$ cat config.mk
export PLATFORM = sky130hd
export DESIGN_NAME = t_bank_arbiter
export DESIGN_NICKNAME = d
export VERILOG_FILES = /design/src/rtl/t_bank_pkg.sv /design/src/rtl/t_bank_arbiter_rr_pick.sv /design/src/rtl/t_bank_arbiter.sv
export SDC_FILE = /design/constraint.sdc
export NUM_CORES = 1
export LEC_CHECK = 0
export ABC_AREA = 1
export CORE_MARGIN = 2
export CORE_UTILIZATION = 40
export DETAILED_ROUTE_END_ITERATION = 12
export HOLD_SLACK_MARGIN = 0.03
export PLACE_DENSITY = 0.82
export SYNTH_ARGS = -nofsm -noshare
export SYNTH_HDL_FRONTEND = slang
export SYNTH_SLANG_ARGS = --single-unit
$ cat constraint.sdc
create_clock -name clk -period 2.1 [get_ports clk]
set_clock_uncertainty 0.05 [all_clocks]
set_input_delay 0.21 -clock clk [delete_from_list [all_inputs] [get_ports clk]]
set_output_delay 0.21 -clock clk [all_outputs]
set_load 0.01 [all_outputs]
$ cat src/rtl/t_bank_pkg.sv
// Shared types and width helpers for the T flip-flop bank arbiter.
package t_bank_pkg;

  typedef enum logic [1:0] {
    IDLE  = 2'd0,
    GRANT = 2'd1,
    APPLY = 2'd2,
    ACK   = 2'd3
  } state_t;

  function automatic int clog2(input int value);
    int result;
    result = 0;
    for (int i = 0; i < 30; i++) begin
      if ((1 << i) < value) result = i + 1;
    end
    return result;
  endfunction

  // Pointer needs at least one bit even when a single requester exists.
  function automatic int ptrWidth(input int nreq);
    return (clog2(nreq) < 1) ? 1 : clog2(nreq);
  endfunction

endpackage

$ cat src/rtl/t_bank_arbiter_rr_pick.sv
// Combinational round-robin picker: first set request at or above the
// pointer, wrapping around, reported both one-hot and as an index.
module rr_pick
  import t_bank_pkg::*;
#(
  parameter int NREQ  = 4,
  parameter int PTR_W = 2
) (
  input  logic [NREQ-1:0]  i_req,
  input  logic [PTR_W-1:0] i_ptr,
  output logic [NREQ-1:0]  o_win,
  output logic [PTR_W-1:0] o_winIdx
);

  always_comb begin : pick
    logic found;
    int   idx;
    o_win    = '0;
    o_winIdx = '0;
    found    = 1'b0;
    idx      = 0;
    for (int off = 0; off < NREQ; off++) begin
      idx = int'(i_ptr) + off;
      if (idx >= NREQ) idx = idx - NREQ;
      if (!found && i_req[idx]) begin
        found      = 1'b1;
        o_win[idx] = 1'b1;
        o_winIdx   = PTR_W'(idx);
      end
    end
  end

endmodule

$ cat src/rtl/t_bank_arbiter.sv
// Round-robin sequencer sharing one toggle register bank among NREQ agents.
// Optional registered parity output q_par enabled by T_BANK_PARITY_EN.
module t_bank_arbiter
  import t_bank_pkg::*;
#(
  parameter int WIDTH = 8,
  parameter int NREQ  = 4
) (
  input  logic                  clk,
  input  logic                  rst,
  input  logic [NREQ-1:0]       req,
  input  logic [NREQ*WIDTH-1:0] tmask,
  input  logic                  clr,
  output logic [NREQ-1:0]       gnt,
  output logic [NREQ-1:0]       ack,
  output logic                  busy,
  output logic [WIDTH-1:0]      q,
`ifdef T_BANK_PARITY_EN
  output logic                  q_par,
`endif
  output logic [WIDTH-1:0]      qn
);

  localparam int PTR_W = ptrWidth(NREQ);

  state_t           r_state, w_stateNext;
  logic [PTR_W-1:0] r_ptr, w_ptrNext;
  logic [PTR_W-1:0] r_winIdx, w_winIdxNext;
  logic [NREQ-1:0]  r_gnt, w_gntNext;
  logic [NREQ-1:0]  r_ack, w_ackNext;
  logic [WIDTH-1:0] r_mask, w_maskNext;
  logic [WIDTH-1:0] r_q, w_qNext;

  logic [NREQ-1:0]  w_win;
  logic [PTR_W-1:0] w_pickIdx;
  logic             w_winReq;
  logic [WIDTH-1:0] w_winMask;

  rr_pick #(
    .NREQ (NREQ),
    .PTR_W(PTR_W)
  ) u_pick (
    .i_req   (req),
    .i_ptr   (r_ptr),
    .o_win   (w_win),
    .o_winIdx(w_pickIdx)
  );

  always_comb begin
    w_winReq  = 1'b0;
    w_winMask = '0;
    for (int i = 0; i < NREQ; i++) begin
      if (r_winIdx == PTR_W'(i)) begin
        w_winReq  = req[i];
        w_winMask = tmask[i*WIDTH +: WIDTH];
      end
    end
  end

  always_comb begin
    w_stateNext  = r_state;
    w_ptrNext    = r_ptr;
    w_winIdxNext = r_winIdx;
    w_gntNext    = r_gnt;
    w_ackNext    = '0;
    w_maskNext   = r_mask;
    w_qNext      = r_q;
    case (r_state)
      IDLE: begin
        w_gntNext = '0;
        if (|req) begin
          w_gntNext    = w_win;
          w_winIdxNext = w_pickIdx;
          w_stateNext  = GRANT;
        end
      end
      GRANT: begin
        // A requester that withdraws before capture forfeits without moving ptr.
        if (w_winReq) begin
          w_maskNext  = w_winMask;
          w_stateNext = APPLY;
        end else begin
          w_gntNext   = '0;
          w_stateNext = IDLE;
        end
      end
      APPLY: begin
        w_qNext     = r_q ^ r_mask;
        w_ackNext   = r_gnt;
        w_stateNext = ACK;
      end
      ACK: begin
        w_gntNext   = '0;
        w_ptrNext   = (r_winIdx == PTR_W'(NREQ - 1)) ? '0 : r_winIdx + PTR_W'(1);
        w_stateNext = IDLE;
      end
      default: w_stateNext = IDLE;
    endcase
    // Clear overrides any toggle landing on the same edge.
    if (clr) w_qNext = '0;
  end

  always_ff @(posedge clk or posedge rst) begin
    if (rst) begin
      r_state  <= IDLE;
      r_ptr    <= '0;
      r_winIdx <= '0;
      r_gnt    <= '0;
      r_ack    <= '0;
      r_mask   <= '0;
      r_q      <= '0;
    end else begin
      r_state  <= w_stateNext;
      r_ptr    <= w_ptrNext;
      r_winIdx <= w_winIdxNext;
      r_gnt    <= w_gntNext;
      r_ack    <= w_ackNext;
      r_mask   <= w_maskNext;
      r_q      <= w_qNext;
    end
  end

`ifdef T_BANK_PARITY_EN
  logic r_qPar;

  always_ff @(posedge clk or posedge rst) begin
    if (rst) r_qPar <= 1'b0;
    else     r_qPar <= ^w_qNext;
  end

  assign q_par = r_qPar;
`endif

  assign gnt  = r_gnt;
  assign ack  = r_ack;
  assign busy = (r_state != IDLE);
  assign q    = r_q;
  assign qn   = ~r_q;

endmodule
# ---- Yosys cells after proc, flatten, opt, wreduce, memory -nomap -nowiden
# Index checks and enable logic that the tools add are counted.
dict set report totals {
  ff_bits 30
  output_inout_bits 25
  word_cells 112
}
dict set report op_classes {
  n_addsub 8
  order_cmp 12
  eq_ne 8
  muxes 53
  bitwise_logic 5
  n_reduce_logical 19
}
# cell n
set ops {}
lappend ops {{32-bit by 1-bit >= comparator with 1-bit output (second input constant)} 4}
lappend ops {{32-bit by 4-bit less-than comparator with 1-bit output (second input constant)} 4}
lappend ops {{32-bit 2-to-1 mux} 4}
lappend ops {{32-bit by 4-bit >= comparator with 1-bit output (second input constant)} 3}
lappend ops {{32-bit by 4-bit subtractor with 32-bit output (second input constant)} 3}
lappend ops {{8-bit 2-to-1 mux} 6}
lappend ops {{4-bit 2-to-1 mux} 7}
lappend ops {{1-bit 2-to-1 mux} 19}
lappend ops {{2-bit 2-to-1 mux} 7}
lappend ops {{4-bit OR} 3}
lappend ops {{4-bit case mux with 3 select lines} 1}
lappend ops {{1-bit binary-select mux with 2-bit select} 4}
lappend ops {{1-bit demux with 2-bit select} 4}
lappend ops {{2-bit == test (second input constant)} 4}
lappend ops {{8-bit NOT} 1}
lappend ops {{2-bit case mux with 4 select lines} 1}
lappend ops {{8-bit XOR} 1}
lappend ops {{1-bit logical AND} 7}
lappend ops {{2-bit by 2-bit adder with 3-bit output (second input constant)} 2}
lappend ops {{2-bit AND reduction} 3}
lappend ops {{2-bit by 1-bit == test with 1-bit output (second input constant)} 2}
lappend ops {{2-bit logical NOT} 2}
lappend ops {{2-bit inequality test (second input constant)} 2}
lappend ops {{2-bit nonzero test} 2}
lappend ops {{7 further kinds} 9}

# ---- Longest topological paths before layout
dict set report depth {
  word_depth 17
  ltp_mapped 11
  ltp_nobuf 10
}

# ---- Cells and area by module
# From an unflattened synthesis, not the netlist that was laid out.
dict set report unflattened {
  cells_unflattened 313
  area_unflattened_um2 2228.4
}
# mod instances cells_each area_each_um2 seq_area_each_um2
set modules_own_cells {}
lappend modules_own_cells {t_bank_arbiter 1 237 1749.2 750.7}
lappend modules_own_cells {rr_pick 1 76 479.2 0.0}

# ---- Worst setup path before layout
# No wires, ideal clock.
dict set report synth_path {
  path_type {register -> register}
  start {register r_ptr[0]}
  end {register r_winIdx[1]}
  setup_time_ns 0.117
  arrival_time_ns 1.580
  required_time_ns 1.933
  slack_ns 0.354
  path_stages_with_launch 12
  path_buffers 1
  path_cell_list {dfrtp_1 inv_2 ha_1 inv_1 nand2_2 nand2_2 nor2_4 buf_6 nand3_2 nand3_2 nor2_1 nor2_1}
}
dict set report synth_via {
  elab_chain_cells 15
  elab_cells_between_ends 40
}
# item line
set synth_lines {}
lappend synth_lines {{start, declared} t_bank_arbiter.sv:27} ;# logic [PTR_W-1:0] r_ptr, w_ptrNext;
lappend synth_lines {{start signal, assigned} t_bank_arbiter.sv:114} ;# r_ptr <= w_ptrNext;
lappend synth_lines {{parallel branches: the longest is 14 deep, another holds 32-bit by 4-bit subtractor with 32-bit output} -}
lappend synth_lines {{2-bit 2-to-1 mux *} t_bank_arbiter_rr_pick.sv:25} ;# if (!found && i_req[idx]) begin
lappend synth_lines {{end signal, assigned} t_bank_arbiter.sv:115} ;# r_winIdx <= w_winIdxNext;
lappend synth_lines {{end, declared} t_bank_arbiter.sv:28} ;# logic [PTR_W-1:0] r_winIdx, w_winIdxNext;
# Every way passes the cells marked *. The select of a mux whose other input is x is not followed.
# A chain may end at the register's enable or synchronous reset.

# ---- Final worst setup path
dict set report layout_path {
  start {register r_state[0]}
  end {output busy}
}
dict set report layout_via {
  elab_chain_cells 1
}
# item line
set layout_lines {}
lappend layout_lines {{start, declared} t_bank_arbiter.sv:26} ;# state_t r_state, w_stateNext;
lappend layout_lines {{start signal, assigned} t_bank_arbiter.sv:113} ;# r_state <= w_stateNext;
lappend layout_lines {{2-bit nonzero test} t_bank_arbiter.sv:136} ;# assign busy = (r_state != IDLE);
lappend layout_lines {{end, declared} t_bank_arbiter.sv:16} ;# output logic busy,
# Every way passes these cells.

==> metrics.yaml <==
end_kind: "output port"
core_area_um2: 5070
htree_levels: 2
cts_resized: 0
powerDensity_nw_per_um2: 1330
wl_per_cell_um: 11.9
syn-num-nets: 341
drive_gt1_frac: 0.101
hp-class: "in -> async"
io_buffer_count: 63
crit_family: "buffers and inverters"
dieArea_um2: 5800
grt_max_degree: 31
outcome: "finished, final reports clean"
grtUsageTotal: 0.185
grt_pass1_wl_mm: 8.85
min_period_ns: 1.96
hold_violations: 0
max_stage_delay_ns: 0.55
peakVddDrop_mv: 0.557
criticalPathCategory: "reg -> out"
via_per_inst: 4.83
clock_path_buffers: 2
drt_iter0_drc: 102
wl_mm: 5.11
reg2reg_from: "r_ptr[0]$_DFFE_PP0N_"
multi_input_area_um2: 1120
worstSetupPathDepth: 4
chipHeight_um: 76.1
power.total_mw: 3.86
insertion_delay_ns: 0.28
crit_path_top_delay_cell: "clkdlybuf4s50_1"
drcViolationCount: 0
synth_edf_count: 0
fmax_ghz: 0.510
crit_buf_inv: 3
r2r_end: "gnt[0]$_DFFE_PP0P_"
cts_buffers: 5
startpoint: "r_state[0]$_DFFE_PP0P_"
syn_avg_cell_area_um2: 7.23
synthCells: 288
worstRegToRegCells: 10
ys.flop_type: "dfrtp_1"
ys_async_sr_fraction: 1.00
gr-total-overflow: 0
num_rows: 26
setup_tns_ns: 0
seq_area_frac_synth: 0.361
slew_headroom: 0.655
fin_crit_sh: 0.933
synth_area_leaders: "dfrtp_1 (36%), nand2_1 (13%), ha_1 (8.4%)"
start_kind: "flip-flop"
finalNonFillerCells: 428
cp_max_fo: 4
cts_tree: "built"
crit_chain: "inv_1 -> ha_1 -> inv_1 -> clkdlybuf4s50_1"
grt_pass1_vias: 2039
synth.largest_area_cell: "dfrtp_1"
p_leak_nw: 1.37
num-nets-final: 410
crit_path_end: "busy"
root_buffer: "clkbuf_8"
synth_area_um2: 2080
yosys.area.top_type_share: 0.361
synth_seq_cells: 30
fin_hold_ws_ns: 0.257
dr.pass1.iters: 4
ios: 64
cts_hold_buf: 0
seq_area_um2: 751
clk_pin_slew_ns: 0.06
chipWidth_um: 76.1
yosysWarnings: 0
drv_slew: 0
clkSinkCount: 30
cp_data_required_time_ns: 1.84
vias: 2068
worst_pin_slew_ns: 0.512
r2r_slack_ns: 0.15
post_cts.repair.setup_buffers: 0
setup_viol: 0
rsz0062_at_grt: "no"
place_hpwl_mm: 4.01
maxCapViolCount: 0
initial_core_util: 0.410
critPathMostFrequentCell: "inv_1"
place.gp.congestion: 0.807
fill_cells: 480
postRouteAntennaNets: 0
ys_types: 26
cp.arrival_ns: 1.70
dp.cells: 420
n_antenna_cell: 0
antenna_found_initial: 0
syn2layout_area_growth_pct: 39.3
## sequential cells by signal, summed over array words and instances (netlist names), named ones only
signal	flops
ack	4
gnt	4
q	8
r_mask	8
r_ptr	2
r_state	1
r_winIdx	2
## logic make-up after synthesis
family	count (synthesis)	synth area share
AO/OA/AOI/OAI	60	0.151
adder cells (fa/ha/maj)	14	0.0841
buffers and inverters	52	0.100
flip-flops	30	0.361
AND/OR/NAND/NOR	132	0.303
## Yosys cell counts (3+ instances only)
cell type / count
nand3_1: 13
ha_1: 14
nand4_1: 6
nand2_1: 73
a21oi_1: 23
a21boi_0: 4
o21ai_1: 8
inv_1: 41
nand3_2: 3
inv_2: 3
o21ai_0: 23
nor2_1: 5
nand2_2: 10
dfrtp_1: 30
nor3_1: 16
clkbuf_1: 3
## power by group
part	internal, mW	leakage (nW)	switching, mW
Combinational	0.961	0.927	1.48
Sequential	0.776	0.392	0.170
Clock	0.264	0.0482	0.211
Total	2.00	1.37	1.86
## how the worst min path moves through the flow
stage	to	slack, ns
after floorplan	asynchronous set/reset pin	0.25
after global placement	ack[2]$_DFF_PP0_	0.44
after detailed placement	ack[2]$_DFF_PP0_	0.44
after CTS	gnt[1]$_DFFE_PP0P_	0.27
after global routing	ack[1]$_DFF_PP0_	0.28
final	gnt[1]$_DFFE_PP0P_	0.26
## per-layer routing
layer,GRT usage,share of wire,up-vias
li1,-,-,1070
met1,0.234,0.45,915
met2,0.307,0.47,72
met3,0.0557,0.060,11
met4,0.0582,0.015,0
met5,0,0,-
## layout make-up
cell class	instances	area share
sequential	30	0.259
clock buffer	7	0.0298
inverter	44	0.0569
timing repair buffer	70	0.236
tap	70	0.0302
multi-input combinational	206	0.387
clock inverter	1	0.00173
## layout by cell type (no fill, tap or decap), drive strengths merged
cell type,netlist,final
a21boi,4,4
nand2,84,84
o21a,1,1
dfrtp,30,30
clkinv,0,1
nor2,9,9
o211ai,1,1
nand3,17,17
clkdlybuf4s50,0,63
o21ai,31,31
a21oi,23,23
ha,14,14
nor3,16,16
clkbuf,3,7
inv,44,44
nand4,6,6
buf,5,7
## stage by stage
stage	util	worst slack [ns]	area (um^2)
floorplan	-	0.354	2080
global placement	0.554	0.255	2810
detailed placement	0.554	0.213	2810
CTS	0.571	0.151	2900
global route	0.571	0.00317	2900
finish	0.571	0.141	2900
## worst register-to-register path: stages, from the launching register on
cell and delay (ns):
dfrtp_1 0.54, inv_2 0.07, ha_1 0.39, inv_1 0.11, nand3_1 0.09, nand2_1 0.07
nor2_2 0.24, a21oi_1 0.13, nand3_1 0.11, nand2_1 0.05, nand2_1 0.06
Power figures use the tool's default switching activity.
